===== src/rtl/jtframe_sram_pkg.sv =====
// Shared definitions for the byte-wide SRAM arbiter: access-sequencer states
// and the default strobe width.
package jtframe_sram_pkg;

    localparam int WAIT_DEFAULT = 2;

    typedef enum logic [2:0] {
        IDLE,
        LO,
        GAP,
        HI,
        DONE
    } state_t;

endpackage


===== src/rtl/jtframe_sram_arb_if.sv =====
// Word-wide request/ack port of the SRAM arbiter; one instance per requester.
interface jtframe_sram_arb_if #(
    parameter int AW = 20
);

    logic          req;
    logic          we;
    logic [AW-1:0] addr;
    logic [15:0]   din;
    logic [15:0]   dout;
    logic          ack;

    modport master (output req, we, addr, din, input  dout, ack);
    modport slave  (input  req, we, addr, din, output dout, ack);

endinterface


===== src/rtl/jtframe_sram_arb.sv =====
// Two-port round-robin arbiter that splits 16-bit word accesses into two
// byte accesses on an 8-bit asynchronous SRAM.
module jtframe_sram_arb
    import jtframe_sram_pkg::*;
#(
    parameter int WAIT = WAIT_DEFAULT,
    parameter int AW   = 20
) (
    input  logic              clk,
    input  logic              rst_n,
    jtframe_sram_arb_if.slave p0,
    jtframe_sram_arb_if.slave p1,
    output logic [AW:0]       sram_addr,
    output logic [7:0]        sram_dq_out,
    output logic              sram_dq_oe,
    input  logic [7:0]        sram_dq_in,
    output logic              sram_we_n,
    output logic              sram_oe_n
);

    localparam logic [2:0] CNT_LAST = 3'(WAIT - 1);

    state_t        r_state;
    state_t        w_next_state;
    logic [2:0]    r_cnt;
    logic          r_port;
    logic          r_last;
    logic          r_we;
    logic [AW-1:0] r_addr;
    logic [15:0]   r_din;
    logic [7:0]    r_lo;
    logic [15:0]   r_dout0;
    logic [15:0]   r_dout1;

    logic w_any_req;
    logic w_gnt_p1;
    logic w_grant;
    logic w_cnt_last;
    logic w_byte_sel;

    // On a tie the port that did not win last time is served.
    assign w_any_req  = p0.req | p1.req;
    assign w_gnt_p1   = p1.req & (~p0.req | ~r_last);
    assign w_grant    = (r_state == IDLE) & w_any_req;
    assign w_cnt_last = (r_cnt == CNT_LAST);

    always_ff @(posedge clk or negedge rst_n) begin
        if (!rst_n) begin
            r_state <= IDLE;
            r_cnt   <= '0;
        end else begin
            // NOTE: non-blocking assignments keep every flop sampling pre-edge values.
            r_state <= w_next_state;
            if ((r_state == LO || r_state == HI) && !w_cnt_last)
                r_cnt <= r_cnt + 3'd1;
            else
                r_cnt <= '0;
        end
    end

    always_comb begin
        // NOTE: defaulting before the case keeps this purely combinational (no latch).
        w_next_state = r_state;
        case (r_state)
            IDLE:    if (w_any_req)  w_next_state = LO;
            LO:      if (w_cnt_last) w_next_state = GAP;
            GAP:                     w_next_state = HI;
            HI:      if (w_cnt_last) w_next_state = DONE;
            DONE:                    w_next_state = IDLE;
            default:                 w_next_state = IDLE;
        endcase
    end

    // Write strobe releases one cycle before the byte ends to give data hold.
    always_comb begin
        sram_we_n  = 1'b1;
        sram_oe_n  = 1'b1;
        sram_dq_oe = 1'b0;
        w_byte_sel = 1'b0;
        case (r_state)
            LO: begin
                sram_dq_oe = r_we;
                sram_we_n  = ~r_we | w_cnt_last;
                sram_oe_n  = r_we;
            end
            GAP: begin
                sram_dq_oe = r_we;
                w_byte_sel = 1'b1;
            end
            HI: begin
                sram_dq_oe = r_we;
                sram_we_n  = ~r_we | w_cnt_last;
                sram_oe_n  = r_we;
                w_byte_sel = 1'b1;
            end
            DONE:    w_byte_sel = 1'b1;
            default: ;
        endcase
    end

    assign sram_addr   = {r_addr, w_byte_sel};
    assign sram_dq_out = w_byte_sel ? r_din[15:8] : r_din[7:0];
    assign p0.ack      = (r_state == DONE) & ~r_port;
    assign p1.ack      = (r_state == DONE) &  r_port;
    assign p0.dout     = r_dout0;
    assign p1.dout     = r_dout1;

    always_ff @(posedge clk or negedge rst_n) begin
        if (!rst_n) begin
            r_port  <= 1'b0;
            r_last  <= 1'b1;
            r_we    <= 1'b0;
            r_addr  <= '0;
            r_din   <= '0;
            r_lo    <= '0;
            r_dout0 <= '0;
            r_dout1 <= '0;
        end else begin
            if (w_grant) begin
                r_port <= w_gnt_p1;
                r_last <= w_gnt_p1;
                r_we   <= w_gnt_p1 ? p1.we   : p0.we;
                r_addr <= w_gnt_p1 ? p1.addr : p0.addr;
                r_din  <= w_gnt_p1 ? p1.din  : p0.din;
            end
            if (r_state == LO && w_cnt_last && !r_we)
                r_lo <= sram_dq_in;
            if (r_state == HI && w_cnt_last && !r_we) begin
                if (r_port) r_dout1 <= {sram_dq_in, r_lo};
                else        r_dout0 <= {sram_dq_in, r_lo};
            end
        end
    end

endmodule


===== src/flat_wrapper.sv =====
// flat-port wrapper written by rule: the top's interface ports become plain ports
module jtframe_sram_arb_flat import jtframe_sram_pkg::*;
#(
    parameter int WAIT = WAIT_DEFAULT,
    parameter int AW   = 20
)
  (clk, rst_n, sram_addr, sram_dq_out, sram_dq_oe, sram_dq_in, sram_we_n, sram_oe_n, p0_req, p0_we, p0_addr, p0_din, p0_dout, p0_ack, p1_req, p1_we, p1_addr, p1_din, p1_dout, p1_ack);
  jtframe_sram_arb_if #(.AW(AW)) p0_i ();
  jtframe_sram_arb_if #(.AW(AW)) p1_i ();
  input  logic clk;
  input  logic rst_n;
  output logic [AW:0] sram_addr;
  output logic [7:0] sram_dq_out;
  output logic sram_dq_oe;
  input  logic [7:0] sram_dq_in;
  output logic sram_we_n;
  output logic sram_oe_n;
  input wire logic [$bits(p0_i.req)-1:0] p0_req;
  input wire logic [$bits(p0_i.we)-1:0] p0_we;
  input wire logic [$bits(p0_i.addr)-1:0] p0_addr;
  input wire logic [$bits(p0_i.din)-1:0] p0_din;
  output wire logic [$bits(p0_i.dout)-1:0] p0_dout;
  output wire logic [$bits(p0_i.ack)-1:0] p0_ack;
  input wire logic [$bits(p1_i.req)-1:0] p1_req;
  input wire logic [$bits(p1_i.we)-1:0] p1_we;
  input wire logic [$bits(p1_i.addr)-1:0] p1_addr;
  input wire logic [$bits(p1_i.din)-1:0] p1_din;
  output wire logic [$bits(p1_i.dout)-1:0] p1_dout;
  output wire logic [$bits(p1_i.ack)-1:0] p1_ack;
  assign p0_i.req = p0_req;
  assign p0_i.we = p0_we;
  assign p0_i.addr = p0_addr;
  assign p0_i.din = p0_din;
  assign p0_dout = p0_i.dout;
  assign p0_ack = p0_i.ack;
  assign p1_i.req = p1_req;
  assign p1_i.we = p1_we;
  assign p1_i.addr = p1_addr;
  assign p1_i.din = p1_din;
  assign p1_dout = p1_i.dout;
  assign p1_ack = p1_i.ack;
  jtframe_sram_arb #(.WAIT(WAIT), .AW(AW)) u_core (.clk(clk), .rst_n(rst_n), .p0(p0_i), .p1(p1_i), .sram_addr(sram_addr), .sram_dq_out(sram_dq_out), .sram_dq_oe(sram_dq_oe), .sram_dq_in(sram_dq_in), .sram_we_n(sram_we_n), .sram_oe_n(sram_oe_n));
endmodule

===== config.mk =====
export PLATFORM = sky130hd
export DESIGN_NAME = jtframe_sram_arb_flat
export DESIGN_NICKNAME = d
export VERILOG_FILES = /design/src/rtl/jtframe_sram_pkg.sv /design/src/rtl/jtframe_sram_arb_if.sv /design/src/rtl/jtframe_sram_arb.sv /design/src/flat_wrapper.sv
export SDC_FILE = /design/constraint.sdc
export NUM_CORES = 1
export LEC_CHECK = 0
export ABC_AREA = 1
export BUFFER_PORTS_ARGS = -buffer_cell sky130_fd_sc_hd__buf_4
export CAP_MARGIN = 5
export CORE_MARGIN = 2
export CORE_UTILIZATION = 40
export DETAILED_ROUTE_END_ITERATION = 8
export GPL_TIMING_DRIVEN = 0
export HOLD_SLACK_MARGIN = 0.03
export PLACE_DENSITY_LB_ADDON = 0.08
export SYNTH_ARGS = -nofsm -noshare
export SYNTH_HDL_FRONTEND = slang
export SYNTH_SLANG_ARGS = --single-unit
export TNS_END_PERCENT = 30

===== constraint.sdc =====
create_clock -name clk -period 1.73 [get_ports clk]
set_input_delay 0.346 -clock clk [delete_from_list [all_inputs] [get_ports clk]]
set_output_delay 0.346 -clock clk [all_outputs]
set_load 0.01 [all_outputs]

==> Yosys cells after proc, flatten, opt, wreduce, memory -nomap -nowiden <==
Cells that the tools add are included.
{ "totals": {"ff_bits": 85, "inputBits": 86, "output_inout_bits": 66, "wordCells": 58} }
{ "op_classes": {"n_addsub": 1, "eq_ne": 8, "mux": 13, "bitwise_logic": 11, "reduce_logical": 15} }
{ "ops": {"columns": ["cell", "n"], "rows": [
  ["$mux 20", 1],
  ["$mux 16", 1],
  ["$mux 3", 4],
  ["$pmux 3 s4", 1],
  ["$mux 8", 1],
  ["$eq 3x1->1 const B", 2],
  ["$eq 3x2->1 const B", 2],
  ["$ne 2x1->1 const B", 3],
  ["$reduce_or 3->1", 2],
  ["$logic_and 1x1->1", 5],
  ["$mux 1", 5],
  ["$and 1x1->1", 4],
  ["$not 1->1", 4],
  ["$reduce_and 2->1", 2],
  ["$add 3x1->3 const B", 1],
  ["$eq 3x3->1 const B", 1],
  ["$logic_not 3->1", 1],
  ["$or 1x1->1", 3],
  ["$reduce_and 3->1", 1],
  ["$logic_not 1->1", 2],
  ["$reduce_or 2->1", 1],
  ["$logic_or 1x1->1", 1]
]} }

==> Longest topological paths before layout <==
Gate-level depths: netlist (run 1).
{ "depth": {"word_depth": 4, "depth_mapped": 8, "depth_no_buf": 7} }

==> Worst setup path after synthesis (run 1) <==
No wires, ideal clock.
{ "synth_timing": {"path_type": "reg2reg", "from": "register u_core.r_cnt[1]", "to": "register u_core.r_dout1[10], in the netlist u_core.p1.dout[10]", "setup_time_ns": 0.117, "arrival_ns": 1.278, "required_ns": 1.613, "path_slack_ns": 0.335, "path_stages_with_launch": 9, "n_path_buf": 1, "synth_period_minus_slack_ns": 1.395, "cell_sequence": "dfrtp_1 > inv_1 > ha_1 > nand2_1 > nor2_2 > nand3_2 > buf_2 > nand2_1 > nand2_1"} }
{ "synth_between": {"elab_chain_len": 4} }
{ "synth_lines": {"columns": ["element", "line_no", "source"], "rows": [
  ["start: declaration", "jtframe_sram_arb.sv:25", "logic [2:0] r_cnt;"],
  ["start signal: assignment", "jtframe_sram_arb.sv:55", "r_cnt <= r_cnt + 3'd1;"],
  ["$eq 3x1->1", "jtframe_sram_arb.sv:45", "assign w_cnt_last = (r_cnt == CNT_LAST);"],
  ["$logic_and 1x1->1 (2 in series)", "jtframe_sram_arb.sv:128", "if (r_state == HI && w_cnt_last && !r_we) begin"],
  ["$reduce_and 2->1 (no source line)", null, null],
  ["end signal: assignment", "jtframe_sram_arb.sv:129", "if (r_port) r_dout1 <= {sram_dq_in, r_lo};"],
  ["end: declaration", "jtframe_sram_arb.sv:33", "logic [15:0] r_dout1;"]
]} }
No other way between the ends.
A chain may end at the register's enable or synchronous reset.

==> Final worst setup path (run 1) <==
{ "layout_timing": {"from": "register u_core.r_state[0]", "to": "output sram_dq_out[6]"} }
{ "layout_between": {"elab_chain_len": 4, "word_cells_on_any_way": 6, "cone_classes": "eq/ne (3); mux (2); reduce/logical (1)"} }
{ "layout_lines": {"columns": ["element", "line_no", "source"], "rows": [
  ["start: declaration", "jtframe_sram_arb.sv:23", "state_t r_state;"],
  ["start signal: assignment", "jtframe_sram_arb.sv:53", "r_state <= w_next_state;"],
  ["$eq 3x2->1 or $eq 3x3->1 (tied branches)", "jtframe_sram_arb.sv:80", "case (r_state)"],
  ["$reduce_or 3->1 (no source line) (*)", null, null],
  ["$mux 1 (*)", "jtframe_sram_arb.sv:80", null],
  ["$mux 8 (*)", "jtframe_sram_arb.sv:102", "assign sram_dq_out = w_byte_sel ? r_din[15:8] : r_din[7:0];"],
  ["end: declaration", "flat_wrapper.sv:13", "output logic [7:0] sram_dq_out;"]
]} }
Mark *: on every way between the ends. The rest lies on a longest branch, timed or not.

==> key figures, run 1 <==
Outcome
  – Status: complete, but fails checks
  – Failing checks: negative setup slack

Place
  – Detail Placement HPWL: 8230 µm
  – PortBufs: between 150 and 200
  – GPL Wtd Cong: around 0.83
  – Placed cell count: between 800 and 900
  – Pre-CTS WS: -0.0594 ns

Detailed routing
  – DRT Wirelength: 11,300 µm
  – Drc violations: 0
  – Via density: just under 5
  – TritonRoute pass-1 iters: 4
  – Wire per inst: 13.4 µm
  – Post-route antenna net violation count: 0
  – 1st-iter DRT viols: 191
  – Vias after detailed routing: 4,109

Global route
  – Number of global-route vias before repair: a little under 4,000
  – Total GRT Usage: 0.209
  – First-pass GRT wire length: ~19,000 µm
  – Pin count of the biggest net entering global routing: 86
  – Initial antenna violation count: 0
  – GR Overflow Total: 0

Power
  – P_leak: 3.28 nW
  – Max IR drop VDD: 571 µV
  – PD cells: 1720 nW/µm²
  – Total power: 0.0102 W

Floorplan
  – Die Wd: about 110 µm
  – Initial Util: 0.406
  – Die area: ~11,000 µm²
  – Ports: 152
  – Row cnt: 37
  – DIE HEIGHT: 105 µm
  – Total core area: 10,100 µm²

Worst setup path
  – CP startpoint: u_core.r_state[0]
  – Slowest-stage cell, CP: dfrtp_2
  – Crit Path Category: reg2out
  – Most numerous cell on the critical path: nand2_4
  – CP endpoint kind: output pin
  – WP depth: 6
  – Worst-path cell chain: nor2_4 -> nand2_4 -> clkbuf_16 -> nand3_4 -> nand2_4 -> buf_6
  – Worst-case reg-to-reg path depth: 10
  – Worst R2R Start: u_core.r_state[2]
  – CP delay by family, top: flip-flops
  – CP Max Fanout: 5
  – Crit path DAT: ~1.4 ns
  – CP required: 1.38 ns
  – Slowest stage delay, CP: 0.43 ns
  – CP Buf/Inv Count: 2
  – Startpoint types: register

Synthesis
  – Number of synthesized flops with an enable pin: 0
  – Synthesized cell area: 4120 µm²
  – Most instantiated cells after synthesis: nand2_1, dfrtp_1, nand3_1
  – Syn Inst Count: 534
  – Avg Cell Area, Syn: 7.71 µm²
  – Area share of the largest cell type after synthesis: 0.510
  – Synth top area cells: dfrtp_1, nand2_1, nand3_1, nand4_1, buf_2
  – Most frequent cell after synthesis: nand2_1
  – Netlist cell types: 23
  – Post-synth ARST share: 1.00
  – Post-synth top area cell: dfrtp_1
  – Top_reg_cell synth: dfrtp_1
  – Yosys reg bits: 85
  – Warnings, synthesis: 0
  – Seq/Total Area, Yosys: 0.517
  – Net Count, Synth: 622

Timing
  – Slew headroom: 0.292
  – Post-route setup slack: -0.0525 ns
  – Max-slew violation count: 0
  – Hold Vio Cnt, Final: 0
  – Fmax: between 500 and 600 MHz
  – Worst Clk Skew: around 0.0097 ns
  – Final min period: 1.78 ns
  – Setup Viol. Count Final: 11
  – Fin crit share: 1.03
  – RSZ-0062 raised after global routing: yes
  – Slew @ Worst Pin: 1.06 ns

Clock tree
  – CTS tree: done
  – Clock buffer depth: 2
  – Later-pin clock latency in the skew report: 0.35 ns
  – Worst-path clk slew: 0.09 ns
  – CTS H-tree depth: 3
  – CTS Hold Bufs: 0
  – Clock Sinks: 85
  – CTS buffer count: 9
  – Root buffer cell: clkbuf_8

Run
  – Max cap viols: 0

Layout
  – Fill cells: 943
  – Diodes inserted: 0
  – Fraction of layout cells with a size suffix above 1: 0.336
  – Final cell count without fillers: 847
  – NumNets Final: 794
  – Area grow syn2layout: 44.6%
  – Multi-input combinational cell area: 1920 µm²
  – Register Area: 2130 µm²

Hold path
  – Min-delay worst type: in2async
per-layer routing:
layer	global-route usage	vias to the layer above	share of wire
met1	0.279	1880	0.43
met3	0.0408	16	0.070
met2	0.344	151	0.48
met4	0.0667	0	0.015
met5	0	-	0
li1	-	2062	-
area by class of cell:
| type | instances | area share |
|---|---|---|
| Clock inverter | 6 | 0.0118 |
| Clock buffer | 10 | 0.0231 |
| Inverter | 8 | 0.00630 |
| Multi-Input combinational cell | 409 | 0.322 |
| Sequential cell | 85 | 0.358 |
| Timing Repair Buffer | 160 | 0.211 |
| Tap cell | 136 | 0.0286 |
| Buffer | 33 | 0.0399 |
stage by stage:
step | hold WS [ns] | setup TNS (ns) | util | area [µm²]
2_1_floorplan | 0.0504 | 0 | - | 4120
3_3_place_gp | 0.451 | -0.350 | 0.535 | 5420
3_5_place_dp | 0.457 | -0.351 | 0.535 | 5420
4_1_cts | 0.219 | -0.490 | 0.580 | 5880
5_1_grt | 0.254 | -0.966 | 0.587 | 5960
6_report | 0.179 | -0.321 | 0.587 | 5960
worst register-to-register path, stage by stage (launching register included):
cell and delay, ns:
dfrtp_2 0.47, clkinv_4 0.11, buf_4 0.13, buf_4 0.14
nand2_1 0.09, nor2_4 0.13, inv_2 0.06, buf_8 0.14
buf_8 0.14, nand2_1 0.06, nand2_1 0.05
worst paths after layout:
kind | endpoint | slack (ns)
setup reg to reg | u_core.r_addr[17] | 0.12
min in group clk | u_core.r_lo[5] | 0.27
setup / recovery | sram_dq_out[6] | -0.05
hold / removal | u_core.p1.dout[2] | 0.18
max in group asynchronous | u_core.r_state[0] | 0.81
hold reg to reg | u_core.r_last | 0.47
state kept, by name, summed over array words and instances, names as in the netlist:
name and count:
u_core.r_lo 8, u_core.r_port 1, u_core.p1.dout 16, u_core.r_we 1, u_core.r_cnt 3, u_core.r_state 3
u_core.r_din 16, u_core.r_last 1, u_core.p0.dout 16, u_core.r_addr 20
where the power goes:
part	switching [W]	total (W)	internal, W	leakage [nW]
sequential	0.000625	0.00358	0.00295	1.03
clock	0.000748	0.00147	0.000717	0.0955
combinational	0.00283	0.00517	0.00235	2.15
total	0.00420	0.0102	0.00602	3.28
logic make-up after synthesis:
family,after synthesis,share of synthesized area
AOI/OAI and AO/OA,1,0.00121
xor gates and xnor gates,1,0.00213
adders and majority gates,2,0.00607
buffers and inverters,41,0.0565
DFF,85,0.517
and+or+nand+nor,404,0.417
cell usage in the layout (no fill, tap or decap), drive strengths merged:
cell type / instances
nor2: 10
clkinv: 1
xnor2: 1
dfrtp: 84
nand4: 34
nand3: 61
clkbuf: 16
o21ai: 1
inv: 9
bufinv: 1
buf: 187
ha: 2
nor3: 2
clkinvlp: 3
dfstp: 1
nand2: 297
nand3b: 1
timing repair:
action,in CTS,in global routing
cloned,2,0
pin swaps,11,3
setup buffers,7,1
resized for setup,47,15
endpoints found under the setup margin,12,30
(Power assumes the default switching activity.)
==> run 2, diff against run 1 <==
==> constraint.sdc (replaced) <==
create_clock -name clk -period 2.1 [get_ports clk]
set_input_delay 0.42 -clock clk [delete_from_list [all_inputs] [get_ports clk]]
set_output_delay 0.42 -clock clk [all_outputs]
set_load 0.01 [all_outputs]
==> run 2 against run 1 <==
Effect of this change: the run now ends clean; worst hold slack gained 0.044 ns; combinational power shrank 26%; sequential power shrank 18%; register-to-register slack gained 0.29 ns; die area is the same; highest routed layer unchanged; via count shrank 1.4%; largest power group unchanged.
==> key figures, run 2 (same netlist as run 1, synthesis figures left out) <==
Clock tree
  – Clock buffer depth: 2 (unchanged)
  – Worst-path clk slew: 0.09 ns (about the same)
  – CTS H-tree depth: 3 (unchanged)
  – Root buffer cell: clkbuf_8 (unchanged)
  – CTS buffer count: 9 (unchanged)
  – Clock Sinks: 85 (unchanged)
  – CTS Hold Bufs: 0 (unchanged)
  – CTS tree: done (unchanged)
  – Later-pin clock latency in the skew report: 0.35 ns (about the same)

Floorplan
  – Row cnt: 37 (unchanged)
  – DIE HEIGHT: 105 µm (unchanged)
  – Die Wd: 105 µm (unchanged)
  – Initial Util: 0.406 (unchanged)
  – Die area: 11,100 µm² (unchanged)
  – Total core area: 10,100 µm² (unchanged)
  – Ports: 152 (unchanged)

Detailed routing
  – Wire per inst: 13.1 µm (was 13.4 µm)
  – TritonRoute pass-1 iters: 4 (unchanged)
  – DRT Wirelength: 11,000 µm (was 11,300 µm)
  – Metal3 WL: 811 µm (was 796 µm)
  – Wl on met1: 4730 µm (was 4880 µm)
  – Metal2 WL: 5260 µm (was 5490 µm)
  – Post-route antenna net violation count: 0 (unchanged)
  – Vias after detailed routing: 4,050 (was 4,109)
  – Drc violations: 0 (unchanged)
  – Via density: 4.83 (was 4.85)
  – 1st-iter DRT viols: 196 (was 191)
  – DR top layer: met4 (unchanged)

Layout
  – Commonest non-fill, non-tap cell in the layout: nand2_1 (unchanged)
  – Fin util: 0.559 (was 0.587)
  – NumNets Final: 786 (was 794)
  – Area grow syn2layout: 37.7% (was 44.6%)
  – Diodes inserted: 0 (unchanged)
  – Largest register by flop count: u_core.r_addr (unchanged)
  – Fraction of layout cells with a size suffix above 1: 0.304 (was 0.336)
  – Commonest cells after routing, fill and taps aside: nand2_1, buf_4, dfrtp_1 (unchanged)
  – Max reg flops: 20 (unchanged)
  – Final cell count without fillers: 839 (was 847)

Timing
  – Fmax: 493 MHz
  – Minimum hold slack: 0.223 ns (was 0.179 ns)
  – Post-route setup slack: 0.0725 ns (was -0.0525 ns)
  – Slew @ Worst Pin: 1.07 ns (was 1.06 ns)
  – Slew headroom: 0.287 (was 0.292)
  – Max-slew violation count: 0 (unchanged)
  – Hold Vio Cnt, Final: 0 (unchanged)
  – Fin crit share: 0.965
  – Setup Viol. Count Final: 0 (was 11)
  – Worst Clk Skew: 0.00771 ns (was 0.00968 ns)
  – Setup TNS: 0 ns (was -0.321 ns)
  – Final min period: between 2 and 2.5 ns

Run
  – Max cap viols: 0 (unchanged)

Worst setup path
  – Slowest stage delay, CP: 0.45 ns (was 0.43 ns)
  – Slowest-stage cell, CP: dfrtp_2 (unchanged)
  – Startpoint types: register (unchanged)
  – Crit path DAT: 1.61 ns (was 1.44 ns)
  – Worst-path cell chain: nor2_4 -> nand2_1 -> clkbuf_4 -> nor2_1 -> buf_4 (was nor2_4 -> nand2_4 -> clkbuf_16 -> nand3_4 -> nand2_4 -> buf_6)
  – CP required: 1.68 ns (was 1.38 ns)
  – CP Max Fanout: 10 (was 5)
  – CP endpoint kind: output pin (unchanged)
  – Crit Path Category: reg2out (unchanged)
  – Worst-case reg-to-reg path depth: 8 (was 10)

Power
  – Clk pwr share: 0.152 (was 0.143)
  – Max IR drop VDD: 466 µV (was 571 µV)
  – Sw power: 0.00325 W (was 0.00420 W)
  – Switching share of power: 0.408 (was 0.411)
  – P_leak: 3.17 nW (was 3.28 nW)
  – Pint: 0.00471 W (was 0.00602 W)
  – Sequential power share: 0.367 (was 0.350)
  – Comb power frac: 0.481 (was 0.506)
  – PD cells: 1400 nW/µm² (was 1720 nW/µm²)

Place
  – PortBufs: 151 (unchanged)
  – GPL Wtd Cong: 0.831 (unchanged)
  – Pre-CTS WS: 0.237 ns (was -0.0594 ns)
  – Detail Placement HPWL: 8230 µm (unchanged)
  – Placed cell count: 821 (unchanged)

Outcome
  – Status: complete, no violations (was complete, but fails checks)

Hold path
  – Min-delay worst type: in2async (unchanged)

Global route
  – Number of global-route vias before repair: 3,861 (was 3,937)
  – Total GRT Usage: 0.202 (was 0.209)
  – Initial antenna violation count: 0 (unchanged)
  – First-pass GRT wire length: 18,100 µm (was 18,800 µm)
  – GR Overflow Total: 0 (unchanged)
  – Pin count of the biggest net entering global routing: 86 (unchanged)
## run 2: critical path, delay by kind of cell, from the launching register on
family                 cells  cell delay (ns)
AND/OR/NAND/NOR            3             0.44
buffers and inverters      2             0.37
flip-flops                 1             0.45
## run 2: path summary, 6_finish.rpt
| path | startpoint | endpoint | slack [ns] |
|---|---|---|---|
| max in group asynchronous | rst_n | u_core.r_state[0] | 1.09 |
| setup reg to reg | u_core.r_cnt[1] | u_core.p1.dout[14] | 0.41 |
| setup / recovery | u_core.r_state[1] | p0_ack | 0.07 |
| min in group clk | sram_dq_in[5] | u_core.r_lo[5] | 0.34 |
| hold / removal | rst_n | u_core.p1.dout[2] | 0.22 |
| hold reg to reg | u_core.r_last | u_core.r_last | 0.48 |
## run 2: metrics by stage
step	total power, W	cell area [µm²]
floorplan	0.00502	4120
global placement	0.00669	5420
detailed placement	0.00676	5420
CTS	0.00800	5640
global route	0.00864	5670
finish	0.00796	5670
## run 2: power groups by stage
stage	combinational, W	sequential (W)	clock [W]
2_1_floorplan	0.00193	0.00309	0
3_3_place_gp	0.00377	0.00293	0
6_report	0.00383	0.00292	0.00121
4_1_cts	0.00383	0.00293	0.00124
5_1_grt	0.00432	0.00301	0.00132
3_5_place_dp	0.00382	0.00294	0
## run 2: repair_timing
item | 4_1_cts | 5_1_grt
buffers inserted | 0 | 3
resized for setup | 5 | 4
setup endpoints to repair | 11 | 11
## run 2: final cells by class
type | count | area, µm²
repair buffers | 154 | 1160
plain buffers | 32 | 203
clock buffers | 10 | 138
inverters | 8 | 32.5
well taps | 136 | 170
fillers | 989 | 4470
multi-input cells | 408 | 1770
flip-flops and latches | 85 | 2130
clock inverters | 6 | 70.1
## run 2: routing by layer
layer	vias up	track usage
li1	2038	-
met1	1856	0.274
met2	143	0.321
met3	13	0.0408
met4	0	0.0714
met5	-	0
==> run 3, diff against run 2 <==
--- a/config.mk
+++ b/config.mk
@@ -8,6 +8,7 @@
 export ABC_AREA = 1
 export BUFFER_PORTS_ARGS = -buffer_cell sky130_fd_sc_hd__buf_4
 export CAP_MARGIN = 5
+export CORE_ASPECT_RATIO = 2
 export CORE_MARGIN = 2
 export CORE_UTILIZATION = 40
 export DETAILED_ROUTE_END_ITERATION = 8
==> run 3 against run 2 <==
Effect of this change: utilization is 0.82 points higher; flip-flop and latch count stayed put; non-clock buffer count decreased by 2; sequential share of layout area fell by 0.37 points; final area increased by 0.93%; setup slack improved by 0.019 ns; register-to-register slack got worse by 0.05 ns; final cell count shrank 0.36%.
==> key figures, run 3 (same netlist as run 1, synthesis figures left out) <==
Detailed routing
  – Wire per inst: 14.0 µm (was 13.1 µm)
  – Vias after detailed routing: 4,034 (was 4,050)
  – 1st-iter DRT viols: 173 (was 196)
  – Drc violations: 0 (unchanged)
  – Post-route antenna net violation count: 0 (unchanged)
  – TritonRoute pass-1 iters: 4 (unchanged)
  – DRT Wirelength: 11,700 µm (was 11,000 µm)
  – Via density: 4.83 (about the same)

Clock tree
  – Root buffer cell: clkbuf_16 (was clkbuf_8)
  – CTS tree: done (unchanged)
  – Worst-path clk slew: 0.06 ns (was 0.09 ns)
  – CTS H-tree depth: 3 (unchanged)
  – Clock Sinks: 85 (unchanged)
  – CTS buffer count: 9 (unchanged)
  – CTS Hold Bufs: 0 (unchanged)
  – Clock buffer depth: 2 (unchanged)
  – Later-pin clock latency in the skew report: 0.34 ns (was 0.35 ns)

Floorplan
  – Die Wd: 75.8 µm (was 105 µm)
  – Total core area: 10,100 µm² (about the same)
  – Initial Util: 0.408 (was 0.406)
  – Die area: 11,200 µm² (was 11,100 µm²)
  – Ports: 152 (unchanged)
  – DIE HEIGHT: 148 µm (was 105 µm)
  – Row cnt: 52 (was 37)

Layout
  – Fin util: 0.568 (was 0.559)
  – Post-route cell area: 5720 µm² (was 5670 µm²)
  – Commonest non-fill, non-tap cell in the layout: nand2_1 (unchanged)
  – Area grow syn2layout: 39.0% (was 37.7%)
  – Max reg flops: 20 (unchanged)
  – Fraction of layout cells with a size suffix above 1: 0.300 (was 0.304)
  – NumNets Final: 784 (was 786)
  – Largest register by flop count: u_core.r_addr (unchanged)
  – Commonest cells after routing, fill and taps aside: nand2_1, buf_4, dfrtp_1 (unchanged)
  – Diodes inserted: 0 (unchanged)

Place
  – PortBufs: 151 (unchanged)
  – Area after DPL: 5420 µm² (about the same)
  – GPL Wtd Cong: 0.879 (was 0.831)
  – Detail Placement HPWL: 9130 µm (was 8230 µm)

Timing
  – Worst Clk Skew: 0.00597 ns (was 0.00771 ns)
  – Max-slew violation count: 0 (unchanged)
  – Slew @ Worst Pin: 1.08 ns (was 1.07 ns)
  – Setup TNS: 0 ns (unchanged)
  – Setup Viol. Count Final: 0 (unchanged)
  – Final min period: 2.01 ns (was 2.03 ns)
  – Fin crit share: 0.957 (was 0.965)
  – Hold Vio Cnt, Final: 0 (unchanged)
  – Fmax: 498 MHz (was 493 MHz)
  – RSZ-0062 raised after global routing: no
  – Slew headroom: 0.282 (was 0.287)

Hold path
  – Min-delay worst type: in2async (unchanged)

Worst setup path
  – CP endpoint kind: output pin (unchanged)
  – Crit path DAT: 1.59 ns (was 1.61 ns)
  – CP Max Fanout: 10 (unchanged)
  – Crit Path Category: reg2out (unchanged)
  – R2R setup slack: 0.36 ns (was 0.41 ns)
  – CP required: 1.68 ns (about the same)
  – Startpoint types: register (unchanged)

Global route
  – Pin count of the biggest net entering global routing: 86 (unchanged)
  – First-pass GRT wire length: 18,700 µm (was 18,100 µm)
  – GR Overflow Total: 0 (unchanged)
  – Initial antenna violation count: 0 (unchanged)
  – Total GRT Usage: 0.219 (was 0.202)
  – Number of global-route vias before repair: 4,038 (was 3,861)

Run
  – Max cap viols: 0 (unchanged)

Power
  – Max IR drop VDD: 608 µV (was 466 µV)
  – PD cells: 1440 nW/µm² (was 1400 nW/µm²)
  – P_leak: 3.20 nW (was 3.17 nW)

Outcome
  – Status: complete, no violations (unchanged)
## run 3: stage by stage
| stage | total power (W) | cells | hold WS, ns | setup slack [ns] |
|---|---|---|---|---|
| after floorplan | 0.00502 | 534 | 0.124 | 0.633 |
| after global placement | 0.00670 | 820 | 0.451 | 0.300 |
| after detailed placement | 0.00680 | 820 | 0.458 | 0.266 |
| after CTS | 0.00833 | 836 | 0.319 | 0.00481 |
| after global routing | 0.00890 | 836 | 0.340 | 0.00481 |
| final | 0.00825 | 836 | 0.277 | 0.0911 |
## run 3: worst paths after layout
check                                        from            endpoint  depth (start not counted)
min in group clk                    sram_dq_in[6]      u_core.r_lo[6]                          3
worst max register to register    u_core.r_cnt[1]  u_core.p1.dout[14]                          8
worst max-delay path            u_core.r_state[1]      sram_dq_out[7]                          6
worst min-delay path                        rst_n   u_core.p1.dout[1]                          1
max in group asynchronous                   rst_n   u_core.r_state[0]                          1
worst min register to register  u_core.p0.dout[3]   u_core.p0.dout[3]                          2
## run 3: metal layers
| layer | vias to the layer above | global-route usage | wire length [µm] | part of all wire |
|---|---|---|---|---|
| met5 | - | 0 | 0 | 0 |
| met4 | 0 | 0.115 | 496 | 0.042 |
| met3 | 32 | 0.0545 | 602 | 0.051 |
| met2 | 124 | 0.393 | 6520 | 0.56 |
| met1 | 1842 | 0.220 | 4070 | 0.35 |
| li1 | 2036 | - | - | - |
## run 3: final cells by class
| cell class | instances | area [µm²] |
|---|---|---|
| clock inverters | 5 | 37.5 |
| repair buffers | 151 | 1130 |
| well taps | 135 | 169 |
| plain buffers | 33 | 205 |
| fillers | 1018 | 4360 |
| multi-input cells | 408 | 1780 |
| flip-flops and latches | 85 | 2130 |
| clock buffers | 11 | 243 |
| inverters | 8 | 30.0 |
## run 3: what timing repair did
item                                    in CTS  in global routing
endpoints found under the hold margin        0                  0
endpoints found under the setup margin      11                 11
resized for setup                            3                  6
gates cloned                                 0                  0
setup buffers                                0                  0
## run 3: where the power goes
part,internal [W],switching (W),total (W)
combinational,0.00166,0.00216,0.00383
sequential,0.00244,0.000502,0.00294
clock,0.000835,0.000648,0.00148
total,0.00494,0.00331,0.00825
## run 3: worst max-delay path, stage by stage (launching register included)
cell     delay, ns
dfrtp_2       0.46
nor2_4        0.16
nand2_1       0.12
buf_2         0.22
nand3_1       0.09
nand2_1       0.06
buf_4         0.14
